$ cat src/rtl/uart_rx.sv
// ---------------------------------------------------------------------------
// uart_rx
//
// Serial UART receiver. The line is oversampled at 16 ticks per bit period.
// The receiver finds the start bit, checks it again at mid-bit, and then
// samples each data, parity and stop bit once per bit period, near the middle
// of the bit. When the last stop bit has been sampled, the assembled word and
// the two error flags are published. o_rx_done pulses for one clock at the
// same time.
//
// Optional build macro:
//   UART_RX_SYNC_EN  defined   -> i_data passes a 2-flop synchronizer (reset
//                                 to 1) before it is sampled. This adds 2
//                                 clocks of latency.
//                    undefined -> i_data is sampled directly.
//
// Ports:
//   i_clock         system clock, all logic on the rising edge
//   i_reset         asynchronous, active-high reset
//   i_data          serial line, idle high
//   i_valid         oversampling tick, 16 per bit period
//   o_data          last received word, LSB received first, upper bits 0
//   o_rx_done       one-clock pulse when a frame completes
//   o_parity_error  parity mismatch on the last frame
//   o_frame_error   a stop bit sampled low on the last frame
// ---------------------------------------------------------------------------
module uart_rx #(
    parameter int NB_DATA         = 8,
    parameter int N_DATA          = 8,
    parameter int LOG2_N_DATA     = 4,
    parameter int PARITY_CHECK    = 1,
    parameter int EVEN_ODD_PARITY = 1,
    parameter int M_STOP          = 1,
    parameter int LOG2_M_STOP     = 1
) (
    input  logic               i_clock,
    input  logic               i_reset,
    input  logic               i_data,
    input  logic               i_valid,
    output logic [NB_DATA-1:0] o_data,
    output logic               o_rx_done,
    output logic               o_parity_error,
    output logic               o_frame_error
);

    typedef enum logic [2:0] {
        IDLE,
        START,
        DATA,
        PARITY,
        STOP
    } state_t;

    localparam logic [LOG2_N_DATA-1:0] LAST_BIT  = LOG2_N_DATA'(N_DATA - 1);
    localparam logic [LOG2_M_STOP-1:0] LAST_STOP = LOG2_M_STOP'(M_STOP - 1);
    // This is the value that (data XOR parity bit) must have in a correct frame.
    localparam logic EXPECT_PAR = (EVEN_ODD_PARITY != 0) ? 1'b0 : 1'b1;

    state_t                  state_q, state_d;
    logic [3:0]              tick_q, tick_d;
    logic [LOG2_N_DATA-1:0]  bitCnt_q, bitCnt_d;
    logic [LOG2_M_STOP-1:0]  stopCnt_q, stopCnt_d;
    logic [N_DATA-1:0]       shift_q, shift_d;
    logic                    parErr_q, parErr_d;
    logic                    frmErr_q, frmErr_d;
    logic [NB_DATA-1:0]      dataOut_q, dataOut_d;
    logic                    parErrOut_q, parErrOut_d;
    logic                    frmErrOut_q, frmErrOut_d;
    logic                    done_q, done_d;
    logic                    lineBit;
    logic [NB_DATA-1:0]      wideWord;

`ifdef UART_RX_SYNC_EN
    logic sync1_q, sync2_q;

    // The flops reset to the idle level, so leaving reset never looks like a
    // start edge.
    always_ff @(posedge i_clock or posedge i_reset) begin
        if (i_reset) begin
            sync1_q <= 1'b1;
            sync2_q <= 1'b1;
        end else begin
            sync1_q <= i_data;
            sync2_q <= sync1_q;
        end
    end

    assign lineBit = sync2_q;
`else
    assign lineBit = i_data;
`endif

    // Received data bits placed at the bottom of the output word, upper bits 0.
    always_comb begin
        wideWord = '0;
        for (int i = 0; i < N_DATA; i++) begin
            wideWord[i] = shift_q[i];
        end
    end

    // State and datapath registers.
    always_ff @(posedge i_clock or posedge i_reset) begin
        if (i_reset) begin
            state_q     <= IDLE;
            tick_q      <= '0;
            bitCnt_q    <= '0;
            stopCnt_q   <= '0;
            shift_q     <= '0;
            parErr_q    <= 1'b0;
            frmErr_q    <= 1'b0;
            dataOut_q   <= '0;
            parErrOut_q <= 1'b0;
            frmErrOut_q <= 1'b0;
            done_q      <= 1'b0;
        end else begin
            state_q     <= state_d;
            tick_q      <= tick_d;
            bitCnt_q    <= bitCnt_d;
            stopCnt_q   <= stopCnt_d;
            shift_q     <= shift_d;
            parErr_q    <= parErr_d;
            frmErr_q    <= frmErr_d;
            dataOut_q   <= dataOut_d;
            parErrOut_q <= parErrOut_d;
            frmErrOut_q <= frmErrOut_d;
            done_q      <= done_d;
        end
    end

    // Next-state logic. Nothing moves without a tick. The START state counts
    // 8 ticks to reach the middle of the start bit. Every later bit is
    // sampled 16 ticks after the previous sample, so each sample falls near
    // the middle of its bit.
    always_comb begin
        state_d     = state_q;
        tick_d      = tick_q;
        bitCnt_d    = bitCnt_q;
        stopCnt_d   = stopCnt_q;
        shift_d     = shift_q;
        parErr_d    = parErr_q;
        frmErr_d    = frmErr_q;
        dataOut_d   = dataOut_q;
        parErrOut_d = parErrOut_q;
        frmErrOut_d = frmErrOut_q;
        done_d      = 1'b0;

        if (i_valid) begin
            case (state_q)
                IDLE: begin
                    if (!lineBit) begin
                        state_d = START;
                        tick_d  = '0;
                    end
                end

                START: begin
                    if (tick_q == 4'd7) begin
                        tick_d = '0;
                        // A line that is high again at mid-bit was a glitch,
                        // not a start bit.
                        if (!lineBit) begin
                            state_d  = DATA;
                            bitCnt_d = '0;
                            parErr_d = 1'b0;
                            frmErr_d = 1'b0;
                        end else begin
                            state_d = IDLE;
                        end
                    end else begin
                        tick_d = tick_q + 4'd1;
                    end
                end

                DATA: begin
                    if (tick_q == 4'd15) begin
                        tick_d  = '0;
                        shift_d = shift_q >> 1;
                        shift_d[N_DATA-1] = lineBit;
                        if (bitCnt_q == LAST_BIT) begin
                            bitCnt_d  = '0;
                            stopCnt_d = '0;
                            state_d   = (PARITY_CHECK != 0) ? PARITY : STOP;
                        end else begin
                            bitCnt_d = bitCnt_q + 1'b1;
                        end
                    end else begin
                        tick_d = tick_q + 4'd1;
                    end
                end

                PARITY: begin
                    if (tick_q == 4'd15) begin
                        tick_d    = '0;
                        parErr_d  = ((^shift_q) ^ lineBit) != EXPECT_PAR;
                        stopCnt_d = '0;
                        state_d   = STOP;
                    end else begin
                        tick_d = tick_q + 4'd1;
                    end
                end

                STOP: begin
                    if (tick_q == 4'd15) begin
                        tick_d = '0;
                        if (!lineBit) begin
                            frmErr_d = 1'b1;
                        end
                        if (stopCnt_q == LAST_STOP) begin
                            // The output word, both flags and the done pulse
                            // all update on the same edge.
                            state_d     = IDLE;
                            done_d      = 1'b1;
                            dataOut_d   = wideWord;
                            parErrOut_d = (PARITY_CHECK != 0) ? parErr_q : 1'b0;
                            frmErrOut_d = frmErr_q | ~lineBit;
                        end else begin
                            stopCnt_d = stopCnt_q + 1'b1;
                        end
                    end else begin
                        tick_d = tick_q + 4'd1;
                    end
                end

                default: begin
                    state_d = IDLE;
                    tick_d  = '0;
                end
            endcase
        end
    end

    assign o_data         = dataOut_q;
    assign o_rx_done      = done_q;
    assign o_parity_error = parErrOut_q;
    assign o_frame_error  = frmErrOut_q;

endmodule
$ cat config.mk
export PLATFORM = sky130hd
export DESIGN_NAME = uart_rx
export DESIGN_NICKNAME = d
export VERILOG_FILES = /design/src/rtl/uart_rx.sv
export SDC_FILE = /design/constraint.sdc
export NUM_CORES = 1
export LEC_CHECK = 0
export ABC_AREA = 1
export CAP_MARGIN = 40
export CORE_UTILIZATION = 40
export CTS_CLUSTER_SIZE = 28
export DETAILED_ROUTE_END_ITERATION = 16
export GPL_TIMING_DRIVEN = 0
export PLACE_DENSITY_LB_ADDON = 0.25
export SLEW_MARGIN = 5
export SYNTH_ARGS = -nofsm -noshare
export SYNTH_HDL_FRONTEND = slang
export SYNTH_SLANG_ARGS = --single-unit
$ cat constraint.sdc
create_clock -name i_clock -period 2.8 [get_ports i_clock]
set_input_delay 0.28 -clock i_clock [delete_from_list [all_inputs] [get_ports i_clock]]
set_output_delay 0.28 -clock i_clock [all_outputs]
set_load 0.01 [all_outputs]
==> results of run 1 <==
-- through the flow --
step / total power [µW] / util (%) / worst slack, ns / area, µm² / std cells
finish: 1310 / 50.1 / 1.21 / 2050 / 302
global route: 1420 / 50.1 / 1.00 / 2050 / 302
CTS: 1330 / 50.1 / 1.17 / 2050 / 302
detailed placement: 986 / 48.2 / 1.02 / 1970 / 295
global placement: 973 / 47.6 / 1.00 / 1940 / 294
floorplan: 888 / - / 1.36 / 1740 / 230
-- cells in the final DEF, fill, tap and decap left out, drive strengths merged, types with 2 or more instances in the layout --
cell and n:
buf 3, clkbuf 6, clkdlybuf4s50 14, clkinv 2, dfrtp 32, ha 2
inv 36, nand2 84, nand3 15, nand4 2, nor2 19, nor3 3
o21ai 30
-- cells in the mapped netlist, drive strengths merged --
library cell and instances:
nor3b 1, o21ai 30, nand3 15, nand2 84, xnor2 1, dfrtp 32, nand4 2, buf 2
and3 1, xor2 1, ha 2, nor2 19, inv 36, clkinv 1, nor3 3
-- kinds of logic after synthesis --
logic type      Yosys count
simple gates            125
compound gates           30
xor+xnor                  2
fa+ha+maj                 2
flops                    32
buf+inv                  39
-- layer usage --
metal	up-vias	share of wire [%]	wire length, µm	global-route usage [%]
li1	757	-	-	-
met4	0	1.9	60	8.59
met2	20	45	1440	27.5
met5	-	0	0	0
met1	654	50	1580	20.4
met3	7	3.3	104	4.50
-- state kept, by name, indices dropped and copies added, names as in the netlist --
register and cells:
state_q 3, o_frame_error 1, parErr_q 1, frmErr_q 1
o_rx_done 1, tick_q 4, o_parity_error 1, o_data 8
shift_q 8, bitCnt_q 4
-- power breakdown --
group | internal, µW | leakage [µW] | switching [µW]
Sequential | 531 | 0.000421 | 65.3
Clock | 169 | 0.0000410 | 166
Combinational | 130 | 0.000570 | 253
-- area by class of cell --
cell class | count | area, µm²
buffer | 2 | 16.3
inverter | 37 | 140
clock buffer | 6 | 72.6
tap | 50 | 62.6
timing repair buffer | 15 | 168
sequential | 32 | 801
fill | 407 | 2040
clock inverter | 1 | 5.00
multi-input combinational | 159 | 783
-- path summary, 6_finish.rpt --
path	endpoint	slack [ns]
worst max-delay path	o_parity_error$_DFFE_PP0P_	1.21
worst min-delay path	o_frame_error$_DFFE_PP0P_	0.33
worst max register to register	o_parity_error$_DFFE_PP0P_	1.21
worst min register to register	o_data[4]$_DFFE_PP0P_	0.48
max in group asynchronous	bitCnt_q[2]$_DFFE_PP0P_	1.98
min in group i_clock	o_data[4]$_DFFE_PP0P_	0.48
-- critical path, delay by kind of cell, from the launching register on --
family	cells	cell delay [ns]
flip-flops	1	0.39
adder cells (fa/ha/maj)	1	0.19
buffers and inverters	3	0.40
AND/OR/NAND/NOR	5	0.51
==> results.cfg, run 1 <==
[outcome]
status = finished, final reports clean

[placement]
portBuffers = 14
hpwl_um = 2430
place_congestion = 0.846

[logic_synthesis]
synth_top_family_by_area = simple AND/OR/NAND/NOR gates
synth.area.mux_share_pct = 0
seq_area_frac_synth_pct = 46.0
syn_avg_cell_area_um2 = 7.57
netlist_top_cells_area = dfrtp_1 (46%), nand2_1 (18%), inv_1 (7.3%)
ys_ff_latch = 32
synthSimpleGateAreaFrac_pct = 32.2
synth_xor_area_share_pct = 1.01
synth_warnings = 0
synthDistinctLibCells = 23
synth-adder-area-share_pct = 1.44
synth.largest_area_cell = dfrtp_1
synthCells = 230
synth_compound_area_share_pct = 10.4
syn-num-nets = 236
netlist_area_um2 = 1740
synth_top_area_share_pct = 46.0

[timing]
finalSetupTns_ns = 0
min_period_ns = 1.59
finalCritPeriodShare_pct = 57.0
hold_ws_ns = 0.333
hold_viol = 0
rsz0062_at_grt = no
maxSlewViolCount = 0
finalSetupViolCount = 0
slew_headroom_pct = 59.9
fmax_mhz = 627
tightest_slew_ns = 0.595
skew_ns = 0.00583

[routing]
viasPerCell = 4.76
drtPass1Iterations = 5
drt_wl_total_um = 3190
antenna_left = 0
vias = 1438
wl_per_cell_um = 10.6
drt_iter0_drc = 79
drc_errors = 0

[clock_network]
cts_setup_buffers = 0
cts_resized = 0
cts_buffer_depth = 2
clkTransAtPathRegs_ns = 0.06
cts_root_buf = clkbuf_8
holdBufCountCts = 0
tritoncts = done
numCtsBuffers = 5
cts-htree-levels = 2
insertion_delay_ns = 0.29
cts_sinks = 32

[final_layout]
drive_gt1_share_pct = 11.1
diodes = 0
fin_nets = 258
area_delta_synth_final_pct = 17.7

[grt]
grt_max_degree = 22
grt_pass1_wl_um = 5710
first_global_vias = 1339
gr-usage-all-layers_pct = 16.9
grt-ovfl-total = 0
antenna_found_initial = 0

[pwr]
ir_drop_mv = 0.541
p_per_area_nw_per_um2 = 642
power_leakage_uw = 0.00103

[worst_setup_path]
start_kind = register
arrival_ns = 1.77
crit-reg2reg-launch = tick_q[0]$_DFFE_PP0P_
crit_fanout = 10
rr_worst_depth = 9
crit_chain = ha_1, nand2_2, nor2_4, inv_2, nor3_4, inv_2, buf_6, nand2_1, nand2_1
endpoint_kind = register
max_stage_delay_ns = 0.39
cpMaxStageDelayCell = dfrtp_1
required_ns = 2.98
path_class = register to register
worstSetupStartpoint = tick_q[0]$_DFFE_PP0P_

[die]
die_width_um = 68.0
die_y_um = 68.0
io_pins = 15
die_area_um2 = 4620
rows = 23
start_util_pct = 42.6
core_um2 = 4090

[run]
drv_cap = 0

[worst_hold_path]
hold_path.class = primary input to async pin
(Power assumes the default switching activity.)
==> run 2, diff against run 1 <==
==> constraint.sdc (replaced) <==
create_clock -name i_clock -period 1.4 [get_ports i_clock]
set_input_delay 0.14 -clock i_clock [delete_from_list [all_inputs] [get_ports i_clock]]
set_output_delay 0.14 -clock i_clock [all_outputs]
set_load 0.01 [all_outputs]
==> results.cfg, run 2 (synthesized netlist as in run 1, its figures left out) <==
[final_layout]
drive_gt1_share_pct = 22.2
area_delta_synth_final_pct = 29.3
layout_commonest_cell = nand2_1
diodes = 0
mostFrequentLayoutCells = nand2_1 (73), inv_1 (32), dfrtp_1 (31)
n_fill_cell = 394
fin_nets = 271
fin_util_pct = 55.1

[die]
die_width_um = 68.0
io_pins = 15
die_y_um = 68.0
start_util_pct = 42.6
core_um2 = 4090
rows = 23
die_area_um2 = 4620

[grt]
antenna_found_initial = 0
gr-usage-all-layers_pct = 17.4
grt-ovfl-total = 0
grt_max_degree = 19
first_global_vias = 1364
grt_pass1_wl_um = 5780

[placement]
hpwl_um = 2350
portBuffers = 14
place_congestion = 0.813

[clock_network]
cts-htree-levels = 2
numCtsBuffers = 5
insertion_delay_ns = 0.29
cts_buffer_depth = 2
cts_root_buf = clkbuf_8
clkTransAtPathRegs_ns = 0.07
holdBufCountCts = 0
cts_sinks = 32
tritoncts = done

[timing]
finalSetupViolCount = 17
fin_ws_ns = -0.0656
min_period_ns = 1.47
rsz0062_at_grt = yes
slew_headroom_pct = 50.9
finalCritPeriodShare_pct = 105
tightest_slew_ns = 0.736
hold_viol = 0
maxSlewViolCount = 0
finalSetupTns_ns = -0.664
fmax_mhz = 682
skew_ns = 0.00385
hold_ws_ns = 0.278

[routing]
drt_iter0_drc = 89
wl_per_cell_um = 10.8
antenna_left = 0
drtPass1Iterations = 4
drt_wl_total_um = 3400
vias = 1495
drc_errors = 0
viasPerCell = 4.73

[pwr]
pwr-share-clk_pct = 29.2
power_leakage_uw = 0.00114
p_per_area_nw_per_um2 = 1340
internal-power_uw = 1950
power_frac_seq_pct = 39.7
ir_drop_mv = 1.10
switching_share_pct = 35.3
power.share.combinational_pct = 31.1
switchingPower_uw = 1060
total_power_uw = 3020

[worst_setup_path]
crit_fanout = 8
rr_worst_depth = 9
rrSetupSlack_ns = -0.07
crit-reg2reg-launch = tick_q[0]$_DFFE_PP0P_
path_class = register to register
rr_endpoint = o_frame_error$_DFFE_PP0P_
endpoint_kind = register
required_ns = 1.58
start_kind = register
arrival_ns = 1.65

[run]
drv_cap = 0

[worst_hold_path]
hold_path.class = primary input to async pin

[outcome]
status = finished with violations
violations = negative setup slack
[run 2: cell count changes in the layout (fill, tap and decap cells not counted), moves of 2 or more]
| cell | previous run | this run |
|---|---|---|
| o21ai_1 | 0 | 6 |
| buf_4 | 0 | 8 |
| inv_1 | 34 | 32 |
| buf_8 | 0 | 2 |
| nand2_2 | 2 | 9 |
| nor2_2 | 0 | 4 |
| nand2_4 | 0 | 2 |
| nand2_1 | 82 | 73 |
| nor2_1 | 18 | 14 |
| o21ai_0 | 22 | 16 |
| buf_6 | 1 | 4 |
[run 2: cell type report]
class	instances	area, µm²	area share, %
clock buffers	6	72.6	3.22
repair buffers	29	293	13.0
well taps	50	62.6	2.78
inverters	37	143	6.34
plain buffers	1	15.0	0.667
multi-input cells	159	828	36.8
clock inverters	2	35.0	1.56
flip-flops and latches	32	802	35.6
[run 2: how the worst max path moves through the flow]
stage / to / start / cells past startpoint / slack [ns]
floorplan: o_frame_error$_DFFE_PP0P_ / tick_q[0]$_DFFE_PP0P_ / 9 / -0.04
global placement: o_frame_error$_DFFE_PP0P_ / i_valid / 7 / -0.26
detailed placement: o_frame_error$_DFFE_PP0P_ / i_valid / 7 / -0.26
CTS: o_frame_error$_DFFE_PP0P_ / tick_q[0]$_DFFE_PP0P_ / 9 / -0.13
global route: state_q[1]$_DFFE_PP0P_ / state_q[0]$_DFFE_PP0P_ / 9 / -0.18
finish: o_frame_error$_DFFE_PP0P_ / tick_q[0]$_DFFE_PP0P_ / 9 / -0.07
[run 2: critical path, stage by stage, from the launching register on]
cell,delay (ns)
dfrtp_1,0.36
ha_2,0.21
nand2_4,0.06
nor2_4,0.11
inv_2,0.07
nor3_4,0.18
inv_4,0.11
buf_8,0.15
nand2_2,0.05
nand2_1,0.04
[run 2: repair_timing]
action                     4_1_cts  5_1_grt
gates cloned                     1        1
setup endpoints to repair       27       30
buffers inserted                 9        3
pin swaps                        7       10
resized for setup               17       15
[run 2: stage by stage]
stage	setup slack, ns	cells	instance area (µm²)
2_1_floorplan	-0.0380	230	1740
3_3_place_gp	-0.261	294	1940
3_5_place_dp	-0.260	295	1960
4_1_cts	-0.127	312	2190
5_1_grt	-0.176	316	2250
6_report	-0.0656	316	2250
[run 2: power by group through the flow]
stage | clock [µW] | combinational (µW) | sequential, µW
floorplan | 0 | 593 | 1180
global placement | 0 | 743 | 1200
detailed placement | 0 | 762 | 1200
CTS | 909 | 847 | 1180
global route | 957 | 1080 | 1220
finish | 881 | 937 | 1200
[run 2: routing by layer]
layer  routed length [µm]  track usage [%]  vias to the layer above
met5                    0                0                        -
met4                   75             10.2                        0
met3                   88             4.50                        7
met2                 1650             28.3                       17
met1                 1590             20.5                      681
li1                     -                -                      790
==> run 3, diff against run 2 <==
--- a/config.mk
+++ b/config.mk
@@ -12,6 +12,7 @@
 export DETAILED_ROUTE_END_ITERATION = 16
 export GPL_TIMING_DRIVEN = 0
 export PLACE_DENSITY_LB_ADDON = 0.25
+export RECOVER_POWER = 100
 export SLEW_MARGIN = 5
 export SYNTH_ARGS = -nofsm -noshare
 export SYNTH_HDL_FRONTEND = slang
==> results.cfg, run 3 (synthesized netlist as in run 1, its figures left out) <==
[routing]
wl_per_cell_um = 10.8
antenna_left = 0
drtPass1Iterations = 4
vias = 1494
drt_wl_total_um = 3410
drt_iter0_drc = 86
viasPerCell = 4.73
drc_errors = 0

[worst_setup_path]
required_ns = 1.58
path_class = register to register
crit_fanout = 8
endpoint_kind = register
arrival_ns = 1.65
start_kind = register

[placement]
dp.cells = 295
place_congestion = 0.813
portBuffers = 14
hpwl_um = 2350
pre_cts_ws_ns = -0.260

[final_layout]
layout_commonest_cell = nand2_1
fin_cells = 316
fin_util_pct = 54.8
area_delta_synth_final_pct = 28.8
fin_nets = 271
n_fill_cell = 395
drive_gt1_share_pct = 22.2
mostFrequentLayoutCells = nand2_1 (73), inv_1 (32), dfrtp_1 (31)
diodes = 0

[grt]
first_global_vias = 1364
grt-ovfl-total = 0
grt_max_degree = 19
antenna_found_initial = 0
gr-usage-all-layers_pct = 17.4
grt_pass1_wl_um = 5780

[clock_network]
cts_buffer_depth = 2
tritoncts = done
cts_sinks = 32
holdBufCountCts = 0
numCtsBuffers = 5
cts-htree-levels = 2
clkTransAtPathRegs_ns = 0.07
cts_root_buf = clkbuf_8
insertion_delay_ns = 0.29

[timing]
fin_ws_ns = -0.0656
hold_viol = 0
finalCritPeriodShare_pct = 105
skew_ns = 0.00385
min_period_ns = 1.47
finalSetupViolCount = 17
finalSetupTns_ns = -0.664
slew_headroom_pct = 53.8
maxSlewViolCount = 0
rsz0062_at_grt = yes
fmax_mhz = 682
tightest_slew_ns = 0.692

[die]
start_util_pct = 42.6
rows = 23
die_y_um = 68.0
die_area_um2 = 4620
core_um2 = 4090
io_pins = 15
die_width_um = 68.0

[pwr]
total_power_uw = 3010
p_per_area_nw_per_um2 = 1340
ir_drop_mv = 1.10
power_leakage_uw = 0.00113

[outcome]
status = finished with violations
violations = negative setup slack

[worst_hold_path]
hold_path.class = primary input to async pin

[run]
drv_cap = 0
run 3: changes by cell type in the layout (fill, tap and decap cells not counted), sizes merged:
cell	change
clkdlybuf4s50	-1
dlygate4sd3	+1
run 3: stage by stage:
stage                     hold WS [ns]  instance area, µm²
after floorplan                  0.256                1740
after global placement           0.463                1940
after detailed placement         0.468                1960
after CTS                        0.308                2190
after global routing             0.484                2240
final                            0.395                2240
run 3: report_power, final:
| part | switching, µW | internal (µW) | total, µW |
|---|---|---|---|
| logic | 576 | 357 | 933 |
| clock network | 353 | 528 | 881 |
| registers | 135 | 1060 | 1200 |
| total | 1060 | 1950 | 3010 |
run 3: critical path: stages, from the launching register on:
cell and delay (ns):
dfrtp_1 0.36, ha_2 0.21, nand2_4 0.06, nor2_4 0.11
inv_2 0.07, nor3_4 0.18, inv_4 0.11, buf_8 0.15
nand2_2 0.05, nand2_1 0.04
run 3: timing repair:
action | CTS | global route
cloned | 1 | 1
pin swaps | 7 | 10
setup buffers | 9 | 3
endpoints found under the setup margin | 27 | 30
gates resized for setup | 17 | 15
run 3: layout make-up:
type / count / area, µm² / area share [%]
multi-input cells: 159 / 828 / 37.0
inverters: 37 / 143 / 6.37
clock inverters: 2 / 35.0 / 1.56
clock buffers: 6 / 72.6 / 3.24
flip-flops and latches: 32 / 802 / 35.8
repair buffers: 29 / 283 / 12.6
plain buffers: 1 / 15.0 / 0.670
well taps: 50 / 62.6 / 2.79
run 3: final timing paths:
path | startpoint | endpoint | slack (ns) | depth (start not counted)
worst max-delay path | tick_q[0]$_DFFE_PP0P_ | o_frame_error$_DFFE_PP0P_ | -0.07 | 9
worst min-delay path | i_reset | o_frame_error$_DFFE_PP0P_ | 0.40 | 2
worst max register to register | tick_q[0]$_DFFE_PP0P_ | o_frame_error$_DFFE_PP0P_ | -0.07 | 9
worst min register to register | o_data[5]$_DFFE_PP0P_ | o_data[5]$_DFFE_PP0P_ | 0.48 | 2
max in group asynchronous | i_reset | o_data[3]$_DFFE_PP0P_ | 0.22 | 3
min in group i_clock | o_data[5]$_DFFE_PP0P_ | o_data[5]$_DFFE_PP0P_ | 0.48 | 2
run 3: per-layer routing:
| layer | up-vias | global-route usage, % | wire length (µm) |
|---|---|---|---|
| li1 | 789 | - | - |
| met1 | 681 | 20.5 | 1600 |
| met2 | 17 | 28.3 | 1650 |
| met3 | 7 | 4.50 | 88 |
| met4 | 0 | 10.2 | 75 |
| met5 | - | 0 | 0 |
